[src/rtl/uart_wb_bridge.sv]
// ---------------------------------------------------------------------------
// uart_wb_bridge
//   Bridges a byte-wide internal command port (as used behind a UART command
//   decoder) onto a Wishbone pipelined master. Byte writes are gathered into
//   a word-wide lane buffer and flushed as a single sel-masked bus write. Byte
//   reads fetch a whole word, which is then kept in a one-word read cache.
//
//   Optional feature: define UART_WB_TIMEOUT_EN to enable the ack watchdog.
//   When enabled, a bus transaction that has not completed within TIMEOUT
//   cycles is abandoned and err_o is set. err_o stays set until reset. When
//   the macro is undefined, err_o is tied low and the bridge waits
//   indefinitely for ack_i.
//
// Parameters
//   DATA_W    Wishbone data width (16 or 32)
//   ADDR_W    Wishbone address width
//   BASE_ADDR offset added to every bus byte address
//   TIMEOUT   ack watchdog limit in cycles (UART_WB_TIMEOUT_EN only)
//
// Ports
//   clk_i, rst_n_i     single clock, asynchronous active-low reset
//   int_address[15:0]  byte address from the command port
//   int_wr_data[7:0]   write byte
//   int_write          write strobe (has priority over int_read)
//   int_read           read strobe
//   int_req            command port requests the bridge
//   int_gnt            bridge idle and request present; strobes taken only now
//   int_rd_data[7:0]   read byte, updated when a read completes
//   cyc_o, stb_o, we_o Wishbone cycle, strobe and write enable
//   sel_o              Wishbone byte selects
//   addr_o             Wishbone byte address of lane 0 of the word
//   data_o / data_i    Wishbone write / read data
//   stall_i, ack_i     Wishbone stall and acknowledge
//   err_o              sticky timeout flag
// ---------------------------------------------------------------------------
module uart_wb_bridge #(
  parameter int                DATA_W    = 32,
  parameter int                ADDR_W    = 32,
  parameter logic [ADDR_W-1:0] BASE_ADDR = '0,
  parameter int                TIMEOUT   = 255
) (
  input  logic                clk_i,
  input  logic                rst_n_i,
  input  logic [15:0]         int_address,
  input  logic [7:0]          int_wr_data,
  input  logic                int_write,
  input  logic                int_read,
  input  logic                int_req,
  output logic                int_gnt,
  output logic [7:0]          int_rd_data,
  output logic                cyc_o,
  output logic                stb_o,
  output logic                we_o,
  output logic [DATA_W/8-1:0] sel_o,
  output logic [ADDR_W-1:0]   addr_o,
  output logic [DATA_W-1:0]   data_o,
  input  logic [DATA_W-1:0]   data_i,
  input  logic                stall_i,
  input  logic                ack_i,
  output logic                err_o
);

  localparam int NL = DATA_W / 8;     // byte lanes per word
  localparam int LW = $clog2(NL);     // lane index width
  localparam int TW = 16 - LW;        // word tag width

  typedef enum logic [2:0] {
    IDLE   = 3'd0,
    WR_REQ = 3'd1,
    WR_ACK = 3'd2,
    RD_REQ = 3'd3,
    RD_ACK = 3'd4
  } state_t;

  // Byte-enable mask expanded from a lane select vector.
  function automatic logic [DATA_W-1:0] lane_mask(input logic [NL-1:0] sel);
    logic [DATA_W-1:0] m;
    m = '0;
    for (int i = 0; i < NL; i++) begin
      m[i*8 +: 8] = {8{sel[i]}};
    end
    return m;
  endfunction

  // Word with one byte lane replaced.
  function automatic logic [DATA_W-1:0] put_lane(input logic [DATA_W-1:0] w,
                                                 input logic [LW-1:0]     l,
                                                 input logic [7:0]        b);
    logic [DATA_W-1:0] r;
    r = w;
    r[{l, 3'b000} +: 8] = b;
    return r;
  endfunction

  // One byte lane of a word.
  function automatic logic [7:0] get_lane(input logic [DATA_W-1:0] w,
                                          input logic [LW-1:0]     l);
    return w[{l, 3'b000} +: 8];
  endfunction

  // One-hot lane select.
  function automatic logic [NL-1:0] lane_bit(input logic [LW-1:0] l);
    logic [NL-1:0] one;
    one = {{(NL-1){1'b0}}, 1'b1};
    return one << l;
  endfunction

  // Bus byte address of lane 0 of a word tag.
  function automatic logic [ADDR_W-1:0] word_addr(input logic [TW-1:0] t);
    return BASE_ADDR + ADDR_W'({t, {LW{1'b0}}});
  endfunction

  state_t            state_r, state_nxt_s;

  // write gather buffer
  logic [DATA_W-1:0] wbuf_r;
  logic [NL-1:0]     pend_r;
  logic [TW-1:0]     wtag_r;
  // one-word read cache
  logic [DATA_W-1:0] cache_r;
  logic [TW-1:0]     cache_tag_r;
  logic              cache_vld_r;
  // command held back while an older word is flushed
  logic              dfr_vld_r;
  logic              dfr_wr_r;
  logic [15:0]       dfr_addr_r;
  logic [7:0]        dfr_data_r;
  // outstanding bus read
  logic [LW-1:0]     rd_lane_r;
  logic [TW-1:0]     rd_tag_r;

  logic [LW-1:0]     lane_s, dfr_lane_s;
  logic [TW-1:0]     tag_s, dfr_tag_s;
  logic              gnt_s, wr_s, rd_s, last_s, dfr_last_s;
  logic              wr_conflict_s, rd_flush_s, rd_hit_s, rd_miss_s;
  logic              bus_done_s, tmo_s;
  logic [NL-1:0]     pend_merge_s, dfr_bit_s;
  logic [DATA_W-1:0] wbuf_merge_s, dfr_merge_s;

  assign lane_s     = int_address[LW-1:0];
  assign tag_s      = int_address[15:LW];
  assign dfr_lane_s = dfr_addr_r[LW-1:0];
  assign dfr_tag_s  = dfr_addr_r[15:LW];

  // Grant is withheld during reset even though the state already reads IDLE.
  assign gnt_s = rst_n_i && (state_r == IDLE) && int_req;
  assign wr_s  = gnt_s && int_write;
  assign rd_s  = gnt_s && int_read && !int_write;

  assign last_s       = (lane_s == LW'(NL-1));
  assign dfr_last_s   = (dfr_lane_s == LW'(NL-1));
  assign pend_merge_s = pend_r | lane_bit(lane_s);
  assign wbuf_merge_s = put_lane(wbuf_r, lane_s, int_wr_data);
  assign dfr_bit_s    = lane_bit(dfr_lane_s);
  assign dfr_merge_s  = put_lane(wbuf_r, dfr_lane_s, dfr_data_r);

  // A write to another word, or a read of the pending word, must flush first.
  assign wr_conflict_s = wr_s && (|pend_r) && (tag_s != wtag_r);
  assign rd_flush_s    = rd_s && (|pend_r) && (tag_s == wtag_r);
  assign rd_hit_s      = rd_s && !rd_flush_s && cache_vld_r && (cache_tag_r == tag_s);
  assign rd_miss_s     = rd_s && !rd_flush_s && !rd_hit_s;

  // ack_i is only meaningful while waiting for it.
  assign bus_done_s = ((state_r == WR_ACK) || (state_r == RD_ACK)) && ack_i;

`ifdef UART_WB_TIMEOUT_EN
  localparam int CW = $clog2(TIMEOUT + 1);
  logic [CW-1:0] tmo_cnt_r;
  logic          err_r;

  assign tmo_s = (state_r != IDLE) && !bus_done_s && (tmo_cnt_r == CW'(TIMEOUT - 1));

  // Watchdog: counts every cycle of one bus transaction, request through ack.
  always_ff @(posedge clk_i or negedge rst_n_i) begin
    if (!rst_n_i) begin
      tmo_cnt_r <= '0;
    end else if ((state_r == IDLE) || bus_done_s || tmo_s) begin
      tmo_cnt_r <= '0;
    end else begin
      tmo_cnt_r <= tmo_cnt_r + CW'(1);
    end
  end

  // Sticky timeout flag, cleared only by reset.
  always_ff @(posedge clk_i or negedge rst_n_i) begin
    if (!rst_n_i) begin
      err_r <= 1'b0;
    end else if (tmo_s) begin
      err_r <= 1'b1;
    end
  end
`else
  assign tmo_s = 1'b0;
`endif

  // State register.
  always_ff @(posedge clk_i or negedge rst_n_i) begin
    if (!rst_n_i) begin
      state_r <= IDLE;
    end else begin
      state_r <= state_nxt_s;
    end
  end

  // Next-state logic.
  always_comb begin
    state_nxt_s = state_r;
    if (tmo_s) begin
      state_nxt_s = IDLE;
    end else begin
      case (state_r)
        IDLE: begin
          if (wr_s) begin
            if (wr_conflict_s || last_s) begin
              state_nxt_s = WR_REQ;
            end else begin
              state_nxt_s = IDLE;
            end
          end else if (rd_flush_s) begin
            state_nxt_s = WR_REQ;
          end else if (rd_miss_s) begin
            state_nxt_s = RD_REQ;
          end else begin
            state_nxt_s = IDLE;
          end
        end
        WR_REQ: begin
          if (!stall_i) begin
            state_nxt_s = WR_ACK;
          end else begin
            state_nxt_s = WR_REQ;
          end
        end
        WR_ACK: begin
          // A held-back command may itself need the bus straight away.
          if (!ack_i) begin
            state_nxt_s = WR_ACK;
          end else if (dfr_vld_r && dfr_wr_r && dfr_last_s) begin
            state_nxt_s = WR_REQ;
          end else if (dfr_vld_r && !dfr_wr_r) begin
            state_nxt_s = RD_REQ;
          end else begin
            state_nxt_s = IDLE;
          end
        end
        RD_REQ: begin
          if (!stall_i) begin
            state_nxt_s = RD_ACK;
          end else begin
            state_nxt_s = RD_REQ;
          end
        end
        RD_ACK: begin
          if (ack_i) begin
            state_nxt_s = IDLE;
          end else begin
            state_nxt_s = RD_ACK;
          end
        end
        default: state_nxt_s = IDLE;
      endcase
    end
  end

  // Bus control and grant decoded from the registered state.
  always_comb begin
    int_gnt = gnt_s;
`ifdef UART_WB_TIMEOUT_EN
    err_o   = err_r;
`else
    err_o   = 1'b0;
`endif
    case (state_r)
      WR_REQ:  begin cyc_o = 1'b1; stb_o = 1'b1; we_o = 1'b1; end
      WR_ACK:  begin cyc_o = 1'b1; stb_o = 1'b0; we_o = 1'b1; end
      RD_REQ:  begin cyc_o = 1'b1; stb_o = 1'b1; we_o = 1'b0; end
      RD_ACK:  begin cyc_o = 1'b1; stb_o = 1'b0; we_o = 1'b0; end
      default: begin cyc_o = 1'b0; stb_o = 1'b0; we_o = 1'b0; end
    endcase
  end

  // Datapath: gather buffer, read cache, held-back command and bus payload.
  always_ff @(posedge clk_i or negedge rst_n_i) begin
    if (!rst_n_i) begin
      wbuf_r      <= '0;
      pend_r      <= '0;
      wtag_r      <= '0;
      cache_r     <= '0;
      cache_tag_r <= '0;
      cache_vld_r <= 1'b0;
      dfr_vld_r   <= 1'b0;
      dfr_wr_r    <= 1'b0;
      dfr_addr_r  <= 16'h0000;
      dfr_data_r  <= 8'h00;
      rd_lane_r   <= '0;
      rd_tag_r    <= '0;
      addr_o      <= '0;
      sel_o       <= '0;
      data_o      <= '0;
      int_rd_data <= 8'h00;
    end else if (tmo_s) begin
      // Abandoned transaction: drop everything queued; reads report 0xEE.
      pend_r    <= '0;
      dfr_vld_r <= 1'b0;
      if ((state_r == RD_REQ) || (state_r == RD_ACK) || (dfr_vld_r && !dfr_wr_r)) begin
        int_rd_data <= 8'hEE;
      end
    end else begin
      case (state_r)
        IDLE: begin
          if (wr_s) begin
            if (wr_conflict_s) begin
              dfr_vld_r  <= 1'b1;
              dfr_wr_r   <= 1'b1;
              dfr_addr_r <= int_address;
              dfr_data_r <= int_wr_data;
              addr_o     <= word_addr(wtag_r);
              sel_o      <= pend_r;
              data_o     <= wbuf_r & lane_mask(pend_r);
            end else begin
              wbuf_r <= wbuf_merge_s;
              pend_r <= pend_merge_s;
              wtag_r <= tag_s;
              if (last_s) begin
                addr_o <= word_addr(tag_s);
                sel_o  <= pend_merge_s;
                data_o <= wbuf_merge_s & lane_mask(pend_merge_s);
              end
            end
          end else if (rd_flush_s) begin
            dfr_vld_r  <= 1'b1;
            dfr_wr_r   <= 1'b0;
            dfr_addr_r <= int_address;
            addr_o     <= word_addr(wtag_r);
            sel_o      <= pend_r;
            data_o     <= wbuf_r & lane_mask(pend_r);
          end else if (rd_hit_s) begin
            int_rd_data <= get_lane(cache_r, lane_s);
          end else if (rd_miss_s) begin
            rd_lane_r <= lane_s;
            rd_tag_r  <= tag_s;
            addr_o    <= word_addr(tag_s);
            sel_o     <= '1;
            data_o    <= '0;
          end
        end
        WR_ACK: begin
          if (ack_i) begin
            pend_r    <= '0;
            dfr_vld_r <= 1'b0;
            // The cached copy of the flushed word is now stale.
            if (cache_tag_r == wtag_r) begin
              cache_vld_r <= 1'b0;
            end
            if (dfr_vld_r && dfr_wr_r) begin
              wbuf_r <= dfr_merge_s;
              pend_r <= dfr_bit_s;
              wtag_r <= dfr_tag_s;
              if (dfr_last_s) begin
                addr_o <= word_addr(dfr_tag_s);
                sel_o  <= dfr_bit_s;
                data_o <= dfr_merge_s & lane_mask(dfr_bit_s);
              end
            end else if (dfr_vld_r) begin
              rd_lane_r <= dfr_lane_s;
              rd_tag_r  <= dfr_tag_s;
              addr_o    <= word_addr(dfr_tag_s);
              sel_o     <= '1;
              data_o    <= '0;
            end
          end
        end
        RD_ACK: begin
          if (ack_i) begin
            cache_r     <= data_i;
            cache_tag_r <= rd_tag_r;
            cache_vld_r <= 1'b1;
            int_rd_data <= get_lane(data_i, rd_lane_r);
          end
        end
        default: begin
        end
      endcase
    end
  end

endmodule
[config.mk]
export PLATFORM = sky130hd
export DESIGN_NAME = uart_wb_bridge
export DESIGN_NICKNAME = d
export VERILOG_FILES = /design/src/rtl/uart_wb_bridge.sv
export SDC_FILE = /design/constraint.sdc
export NUM_CORES = 1
export LEC_CHECK = 0
export CORE_ASPECT_RATIO = 0.7
export CORE_MARGIN = 2
export CORE_UTILIZATION = 57
export CTS_BUF_LIST = sky130_fd_sc_hd__clkbuf_4
export DETAILED_ROUTE_END_ITERATION = 16
export PLACE_DENSITY = 0.81
export SLEW_MARGIN = 40
export SYNTH_ARGS = -nofsm -noshare
export SYNTH_HDL_FRONTEND = slang
export SYNTH_SLANG_ARGS = --single-unit
[constraint.sdc]
create_clock -name clk_i -period 3.1 [get_ports clk_i]
set_clock_uncertainty 0.15 [all_clocks]
set_input_delay 0.62 -clock clk_i [delete_from_list [all_inputs] [get_ports clk_i]]
set_output_delay 0.62 -clock clk_i [all_outputs]
set_load 0.005 [all_outputs]
==> results of run 1 <==
per-layer routing:
metal	part of all wire [%]	vias up	wire length [um]	GRT usage [%]
met5	0	-	0	0
met3	12	69	4050	7.81
li1	-	4600	-	-
met2	43	650	14700	47.5
met4	1.8	0	622	8.39
met1	43	5052	14700	47.7
state kept, by name, summed over array words and instances, names as in the netlist, 2 cells and up:
signal,cells
wtag_r,14
rd_tag_r,14
cache_r,32
wbuf_r,32
dfr_data_r,8
dfr_addr_r,16
state_r,3
addr_o,14
int_rd_data,8
data_o,32
cache_tag_r,14
pend_r,4
rd_lane_r,2
sel_o,4
cells by family after synthesis:
| group | share of synthesized area (%) |
|---|---|
| AND/OR/NAND/NOR | 15.8 |
| AO/OA/AOI/OAI | 17.3 |
| flip-flops | 42.8 |
| buffers and inverters | 6.11 |
| multiplexers | 12.9 |
| XOR/XNOR | 3.29 |
| adder cells (fa/ha/maj) | 1.71 |
| other | 0.0320 |
cell usage after synthesis, drive strengths merged, types with 16 or more instances:
master	n
a31oi	39
nand3	26
nand2	170
clkbuf	46
nor3	50
a311oi	16
a22oi	35
nor2b	16
xor2	19
nor2	95
o21ai	52
mux2	87
buf	65
a21oi	28
inv	35
mux4	16
o2bb2ai	31
a221oi	21
mux2i	17
ha	16
dfrtp	200
xnor2	25
layout by cell type, fill, tap and decap left out, types with 22 or more instances in the layout:
cell type / n
mux2_2: 65
a31oi_1: 38
buf_4: 85
o21ai_0: 44
mux2_1: 22
a22oi_1: 35
clkdlybuf4s50_1: 123
dfrtp_1: 198
a21oi_1: 25
o2bb2ai_1: 31
nor2_1: 95
xnor2_1: 25
inv_1: 35
nand3_1: 26
nand2_1: 170
nor3_1: 47
final cells by class:
type                            instances  share of cell area [%]
Clock buffer                           17                   0.904
Timing Repair Buffer                  226                    15.7
Multi-Input combinational cell        870                    43.2
Inverter                               35                   0.930
Sequential cell                       200                    35.5
Tap cell                              270                    2.39
Clock inverter                         15                    1.39
worst reg2reg max path: cells and delay by family (launching register included):
family / cells / cell delay (ns)
AOI/OAI and AO/OA: 2 / 0.51
xor gates and xnor gates: 1 / 0.22
buffers and inverters: 4 / 0.76
DFF: 1 / 0.49
and+or+nand+nor: 3 / 0.47
final timing paths:
check	startpoint	to	slack, ns	depth (start not counted)
min reg2reg	rd_tag_r[1]$_DFFE_PN0P_	cache_tag_r[1]$_DFFE_PN0P_	0.36	1
max	state_r[1]$_DFF_PN0_	int_gnt	0.13	3
min in group clk_i	rd_tag_r[1]$_DFFE_PN0P_	cache_tag_r[1]$_DFFE_PN0P_	0.36	1
min	rst_n_i	state_r[0]$_DFF_PN0_	0.24	2
max reg2reg	wtag_r[12]$_DFFE_PN0P_	data_o[26]$_DFFE_PN0P_	0.40	10
max in group asynchronous	rst_n_i	wbuf_r[26]$_DFFE_PN0P_	0.98	5
power by group through the flow:
| stage | Combinational [mW] | Sequential, mW | Clock (mW) |
|---|---|---|---|
| final | 5.10 | 4.94 | 1.50 |
| after global routing | 5.54 | 5.08 | 1.62 |
| after CTS | 5.06 | 4.89 | 1.52 |
| after detailed placement | 5.02 | 4.94 | 0 |
| after global placement | 4.87 | 4.89 | 0 |
| after floorplan | 3.27 | 4.45 | 0 |
stage by stage:
stage,util [%],setup TNS [ns],worst slack (ns),total power [mW],std cells
2_1_floorplan,-,0,0.492,7.73,1216
3_3_place_gp,68.9,-9.54,-0.170,9.76,1599
3_5_place_dp,68.9,-13.54,-0.239,9.96,1599
4_1_cts,70.6,0,0.0887,11.5,1632
5_1_grt,70.8,0,0.0164,12.2,1633
6_report,70.8,0,0.126,11.5,1633
timing repair:
action / 4_1_cts / 5_1_grt
hold endpoints to repair: 42 / 0
resized for setup: 0 / 2
endpoints found under the setup margin: 0 / 1
buffers inserted: 0 / 0
hold buffers: 1 / 0
==> impl_metrics.yaml, run 1 <==
routing:
  wl_per_cell_um: 20.8
  via_per_inst: 6.35
  drc: 0
  vias: 10400
  detail-route-antenna-nets: 0
  initialDrtViolationCount: 1450
  drt_wl_total_um: 34000
  drt_pass1_iterations: 6
global_route:
  grt_pass1_vias: 10000
  grt.overflow.total: 0
  grt_max_degree: 159
  grt_antenna_before_repair: 0
  grt_pass1_wl_um: 54100
  grt.total_usage_pct: 32.2
setup_path:
  cp_top_family: "buffers and inverters"
  max_stage_delay_ns: 0.54
  slowest_stage: "clkdlybuf4s50_1"
  start_kind: "flip-flop"
  endpoint_kind: "output pin"
  path_class: "flip-flop to output pin"
  critical_path_required_ns: 2.33
  worstPathArrival_ns: 2.20
  critical_path.max_fanout: 8
  crit_chain: "nor3_4 -> and3_1 -> clkdlybuf4s50_1"
  path_buf_inv: 1
power:
  p_seq_share_pct: 42.8
  power_density_nw_per_um2: 817
  power.switching_mw: 4.70
  sw_frac_of_total_pct: 40.8
  power.leakage_nw: 5.92
  p_comb_share_pct: 44.2
  internal_power_mw: 6.83
  clock_power_share_pct: 13.0
  ir_drop_v: 0.000539
yosys:
  synth-seq-cells: 200
  post_synth.cell_area_avg_um2: 9.77
  yosys.area.top_type: "dfrtp_1"
  synth_edf_count: 0
  postSynthCellCount: 1198
  ys_async_sr_fraction_pct: 100
  yosysSeqAreaShare_pct: 42.8
  yosys-top-cells-area: "dfrtp_1 43%, mux2_2 6.3%, nand2_1 5.5%"
  ys.flop_type: "dfrtp_1"
  syn_area_um2: 11700
  yosysWarnings: 0
  synth_top_area_share_pct: 42.8
  synth_cell_types: 63
sta:
  setup_viol: 0
  min_period_over_period_pct: 95.9
  fin_crit_ns: 2.97
  hold_slack_ns: 0.244
  relSlewSlack_pct: 54.5
  hold_viol: 0
  rsz0062_at_grt: "no"
  worstMarginPinSlew_ns: 0.677
  fmax_mhz: 336
  slew_violations: 0
floorplanning:
  die_h_um: 124
  core-area_um2: 20000
  rows: 43
  die_w_um: 175
  die_area_um2: 21700
  initial_utilization_pct: 58.6
  ioPinCount: 144
finish:
  drive_gt1_share_pct: 18.8
  register_area_um2: 5010
  multiInputGateArea_um2: 6100
  final_nets: 1429
  syn_to_final_growth_pct: 20.7
  final_area_um2: 14100
  fillers: 1480
  antenna_cells: 0
clock_tree:
  clk_pin_slew_ns: 0.18
  htreeDepth: 4
  tritoncts: "built"
  numCtsBuffers: 17
  cts_root_buffer: "clkbuf_4"
  clkLatencyLatePin_ns: 0.63
  clock_sinks: 200
  clock_path_buffers: 2
outcome:
  status: "finished, final reports clean"
placement:
  place_hpwl_um: 23400
  placed_area_um2: 13800
  port_buffers: 124
  place_congestion: 0.932
job:
  maxCapViolCount: 0
worst_hold_path:
  holdCritPathClass: "input port to async pin"
Power figures use the tool's default switching activity.
==> run 2: changes to the inputs <==
--- a/config.mk
+++ b/config.mk
@@ -7,10 +7,10 @@
 export LEC_CHECK = 0
 export CORE_ASPECT_RATIO = 0.7
 export CORE_MARGIN = 2
-export CORE_UTILIZATION = 57
+export CORE_UTILIZATION = 58
 export CTS_BUF_LIST = sky130_fd_sc_hd__clkbuf_4
 export DETAILED_ROUTE_END_ITERATION = 16
-export PLACE_DENSITY = 0.81
+export PLACE_DENSITY = 0.83
 export SLEW_MARGIN = 40
 export SYNTH_ARGS = -nofsm -noshare
 export SYNTH_HDL_FRONTEND = slang
==> run 2 against run 1 <==
  * First-iteration DRC count fell by 12%
  * Critical path type unchanged
  * Via count rose by 0.48%
  * Sequential share of layout area rose by 0.14 points
  * Design area fell by 0.37%
  * Worst hold slack improved by 0.0094 ns
  * Combinational power barely moved
  * Wire length rose by 1.8%
  * Flip-flop and latch count did not move
  * Non-clock buffer count fell by 1
  * Largest cell class unchanged
  * Core utilization rose by 0.31 points
==> impl_metrics.yaml, run 2 (synthesized netlist as in run 1, its figures left out) <==
floorplanning:
  ioPinCount: 144
  die_area_um2: 21400
  core-area_um2: 19800
  die_w_um: 174
  rows: 43
  initial_utilization_pct: 59.1
  die_h_um: 123
setup_path:
  endpoint_kind: "output pin"
  rr_worst_depth: 7
  reg2reg_from: "wtag_r[12]$_DFFE_PN0P_"
  critical_path.max_fanout: 8
  slowest_stage: "clkdlybuf4s50_1"
  critical_path_required_ns: 2.33
  r2r_slack_ns: 0.44
  worstPathArrival_ns: 2.18
  start_kind: "flip-flop"
  crit_chain: "nor3_4 -> and3_1 -> clkdlybuf4s50_1"
  path_buf_inv: 1
  r2r-end: "rd_tag_r[3]$_DFFE_PN0P_"
  path_class: "flip-flop to output pin"
  max_stage_delay_ns: 0.56
  cp_top_family: "buffers and inverters"
global_route:
  grt_max_degree: 71
  grt.overflow.total: 0
  busiest_layer: "met2"
  use_met2_pct: 49.9
  gr-usage-met3_pct: 8.21
  grt_antenna_before_repair: 0
  grt_pass1_wl_um: 54900
  gr-usage-met1_pct: 47.7
  grt_pass1_vias: 10000
  grt.total_usage_pct: 33.1
finish:
  finalNonFillerCells: 1632
  final_area_um2: 14100
  layout_common_cells: "197 x dfrtp_1, 170 x nand2_1, 123 x clkdlybuf4s50_1"
  top_regs: "cache_r x32, data_o x32, wbuf_r x32"
  mostFrequentLayoutCell: "dfrtp_1"
  syn_to_final_growth_pct: 20.2
  antenna_cells: 0
  fillers: 1505
  drive_gt1_share_pct: 18.7
  final_nets: 1428
power:
  ir_drop_v: 0.000399
  power_density_nw_per_um2: 819
  power.leakage_nw: 5.91
  power.total_mw: 11.5
routing:
  detail-route-antenna-nets: 0
  drt_pass1_iterations: 6
  via_per_inst: 6.39
  vias: 10400
  drt_wl_total_um: 34600
  drc: 0
  initialDrtViolationCount: 1271
  wl_per_cell_um: 21.2
worst_hold_path:
  holdCritPathClass: "input port to async pin"
placement:
  placedCellCount: 1598
  placed_area_um2: 13700
  place_hpwl_um: 24800
  pre_cts_ws_ns: -0.183
  port_buffers: 124
  place_congestion: 0.946
sta:
  fin_crit_ns: 2.95
  worstMarginPinSlew_ns: 0.672
  min_period_over_period_pct: 95.2
  setup_ws_ns: 0.150
  rsz0062_at_grt: "no"
  relSlewSlack_pct: 54.9
  fin_tns_setup_ns: 0
  slew_violations: 0
  hold_viol: 0
  setup_viol: 0
  fmax_mhz: 339
job:
  maxCapViolCount: 0
clock_tree:
  clock_path_buffers: 2
  cts_root_buffer: "clkbuf_4"
  tritoncts: "built"
  clock_sinks: 200
  numCtsBuffers: 17
  htreeDepth: 4
  clkLatencyLatePin_ns: 0.63
  clk_pin_slew_ns: 0.18
outcome:
  status: "finished, final reports clean"
run 2: cell types whose count changed in the layout (fill, tap and decap cells not counted), sizes merged:
cell / delta
inv: -2
clkinv: +2
buf: -1
run 2: power breakdown:
group / internal, mW / switching, mW
Clock: 0.382 / 1.06
Sequential: 3.72 / 1.24
Combinational: 2.69 / 2.44
Total: 6.79 / 4.73
run 2: worst max path at each step:
stage | startpoint | to | slack, ns | cells past startpoint
after global placement | int_address[9] | rd_tag_r[3]$_DFFE_PN0P_ | -0.12 | 10
after floorplan | int_address[2] | rd_lane_r[0]$_DFFE_PN0P_ | 0.49 | 8
after CTS | state_r[0]$_DFF_PN0_ | int_gnt | 0.04 | 3
after detailed placement | int_address[9] | rd_tag_r[3]$_DFFE_PN0P_ | -0.18 | 10
final | state_r[1]$_DFF_PN0_ | int_gnt | 0.15 | 3
after global routing | state_r[1]$_DFF_PN0_ | int_gnt | 0.04 | 3
run 2: through the flow:
step                      util (%)  hold WS [ns]
after floorplan                  -         0.174
after detailed placement      69.4         0.314
after global placement        69.1         0.312
final                         71.1         0.254
after global routing          71.1         0.240
after CTS                     71.0         0.238
run 2: cell type report:
| type | instances | area, um^2 | area share [%] |
|---|---|---|---|
| Multi-Input combinational cell | 870 | 6090 | 43.3 |
| Tap cell | 270 | 338 | 2.40 |
| Clock buffer | 17 | 128 | 0.907 |
| Clock inverter | 15 | 181 | 1.29 |
| Sequential cell | 200 | 5010 | 35.6 |
| Timing Repair Buffer | 225 | 2200 | 15.6 |
| Inverter | 35 | 131 | 0.934 |
run 2: metal layers:
| metal | share of wire, % | vias to the layer above |
|---|---|---|
| met3 | 11 | 72 |
| met4 | 2.0 | 0 |
| met5 | 0 | - |
| met1 | 43 | 5130 |
| li1 | - | 4592 |
| met2 | 44 | 627 |
run 2: what timing repair did:
action / 4_1_cts / 5_1_grt
setup buffers: 0 / 1
setup endpoints to repair: 0 / 1
hold buffers: 1 / 0
resized for setup: 0 / 3
hold endpoints to repair: 62 / 0
==> run 3: changes to the inputs <==
--- a/config.mk
+++ b/config.mk
@@ -5,12 +5,12 @@
 export SDC_FILE = /design/constraint.sdc
 export NUM_CORES = 1
 export LEC_CHECK = 0
+export ABC_CLOCK_PERIOD_IN_PS = 3100
 export CORE_ASPECT_RATIO = 0.7
 export CORE_MARGIN = 2
-export CORE_UTILIZATION = 58
-export CTS_BUF_LIST = sky130_fd_sc_hd__clkbuf_4
+export CORE_UTILIZATION = 57
 export DETAILED_ROUTE_END_ITERATION = 16
-export PLACE_DENSITY = 0.83
+export PLACE_DENSITY = 0.81
 export SLEW_MARGIN = 40
 export SYNTH_ARGS = -nofsm -noshare
 export SYNTH_HDL_FRONTEND = slang
==> run 3 against run 2 <==
  * Sequential share of layout area is 0.88 points lower
  * Register-to-register slack worse by 0.13 ns
  * Fmax is 1.3% higher
  * Die area is 1.7% higher
  * Power is 7.8% higher
  * Wire length is 0.49% higher
  * Final cell count hardly changed
  * Non-clock buffer count is 1 higher
  * Clock-buffer cell count stayed put
  * Critical endpoint is now data_o[5]$_DFFE_PN0P_
==> impl_metrics.yaml, run 3 (synthesized netlist as in run 1, its figures left out) <==
outcome:
  status: "finished, final reports clean"
power:
  sw_frac_of_total_pct: 39.2
  internal_power_mw: 7.56
  ir_drop_v: 0.000500
  power.total_mw: 12.4
  p_seq_share_pct: 40.0
  p_comb_share_pct: 41.3
  clock_power_share_pct: 18.7
  power.leakage_nw: 6.05
  power_density_nw_per_um2: 861
  power.switching_mw: 4.86
clock_tree:
  cts_root_buffer: "clkbuf_16"
  clk_pin_slew_ns: 0.08
  clock_sinks: 200
  numCtsBuffers: 17
  tritoncts: "built"
  cts_resized: 0
  clock_path_buffers: 2
  htreeDepth: 4
  clkLatencyLatePin_ns: 0.46
setup_path:
  reg2reg_from: "dfr_addr_r[1]$_DFFE_PN0P_"
  max_stage_delay_ns: 0.52
  cp_top_family: "simple AND/OR/NAND/NOR gates"
  start_kind: "input port"
  crit_chain: "clkdlybuf4s50_1 -> xor2_1 -> nor4_2 -> and4_1 -> mux2i_4 -> or2_2 -> buf_4 -> a31oi_1"
  cp-startpoint: "int_address[2]"
  endpoint_kind: "flip-flop"
  path_buf_inv: 2
  path_class: "input port to flip-flop"
  worstPathArrival_ns: 3.08
  critical_path_required_ns: 3.27
  slowest_stage: "clkdlybuf4s50_1"
  critical_path.max_fanout: 23
sta:
  fin_crit_ns: 2.91
  relSlewSlack_pct: 53.4
  slew_violations: 0
  hold_viol: 0
  hold_slack_ns: 0.343
  min_period_over_period_pct: 93.9
  fmax_mhz: 343
  rsz0062_at_grt: "no"
  worstMarginPinSlew_ns: 0.694
  fin_tns_setup_ns: 0
  setup_ws_ns: 0.189
  setup_viol: 0
floorplanning:
  die_area_um2: 21700
  rows: 43
  core-area_um2: 20000
  initial_utilization_pct: 58.6
  die_w_um: 175
  die_h_um: 124
  ioPinCount: 144
job:
  maxCapViolCount: 0
global_route:
  grt_pass1_vias: 10200
  grt_pass1_wl_um: 55500
  grt.total_usage_pct: 33.1
  grt_antenna_before_repair: 0
  grt_max_degree: 159
  grt.overflow.total: 0
routing:
  initialDrtViolationCount: 1355
  drc: 0
  met3WireLength_um: 4120
  drt_pass1_iterations: 6
  wl_met2_um: 15100
  vias: 10400
  drt_wl_total_um: 34800
  wl_per_cell_um: 21.3
  detail-route-antenna-nets: 0
  top_layer: "met4"
  via_per_inst: 6.39
  wirelength_met1_um: 14600
finish:
  mostFrequentLayoutCell: "dfrtp_1"
  drive_gt1_share_pct: 18.6
  finalNonFillerCells: 1633
  final_nets: 1429
  top_regs: "cache_r x32, data_o x32, wbuf_r x32"
  antenna_cells: 0
  fillers: 1411
  final_area_um2: 14400
  layout_common_cells: "200 x dfrtp_1, 170 x nand2_1, 123 x clkdlybuf4s50_1"
  syn_to_final_growth_pct: 23.2
  utilization_pct: 72.2
placement:
  placedCellCount: 1599
  port_buffers: 124
  place_hpwl_um: 23400
  pre_cts_ws_ns: -0.239
  placed_area_um2: 13800
  place_congestion: 0.932
worst_hold_path:
  hp-start: "rd_tag_r[5]$_DFFE_PN0P_"
  holdCritPathClass: "flip-flop to flip-flop"
==> run 3: power groups by stage <==
| stage | combinational, mW | sequential [mW] | clock (mW) |
|---|---|---|---|
| floorplan | 3.27 | 4.45 | 0 |
| finish | 5.13 | 4.97 | 2.32 |
| global route | 5.56 | 5.10 | 2.44 |
| global placement | 4.87 | 4.89 | 0 |
| CTS | 5.09 | 4.92 | 2.34 |
| detailed placement | 5.02 | 4.94 | 0 |
==> run 3: final timing paths <==
kind / end / cells after the start / slack [ns]
worst max-delay path: data_o[5]$_DFFE_PN0P_ / 8 / 0.19
worst min-delay path: rd_tag_r[5]$_DFFE_PN0P_ / 1 / 0.34
worst max register to register: wbuf_r[3]$_DFFE_PN0P_ / 7 / 0.31
worst min register to register: rd_tag_r[5]$_DFFE_PN0P_ / 1 / 0.34
max in group asynchronous: data_o[29]$_DFFE_PN0P_ / 5 / 0.79
min in group asynchronous: state_r[2]$_DFF_PN0_ / 2 / 0.43
==> run 3: area by class of cell <==
type	count	area [um^2]	share of cell area, %
Clock inverter	15	196	1.36
Inverter	35	131	0.911
Sequential cell	200	5000	34.7
Multi-Input combinational cell	870	6100	42.3
Tap cell	270	338	2.34
Timing Repair Buffer	226	2220	15.4
Clock buffer	17	425	2.95
==> run 3: what timing repair did <==
item	in CTS	in global routing
setup buffers	0	0
hold buffers	1	0
endpoints found under the hold margin	2	0
==> run 3: worst reg2reg max path: stages (launching register included) <==
cell and delay, ns:
dfrtp_1 0.50, inv_1 0.19, ha_1 0.48, nor4bb_1 0.38, buf_4 0.23, and2_1 0.38, a22oi_1 0.18, o2bb2ai_1 0.22
==> run 3: layer usage <==
layer  up-vias  GRT usage, %
met5         -             0
met4         0          12.1
met3        99          7.60
met2       720          49.3
met1      5018          47.6
li1       4602             -
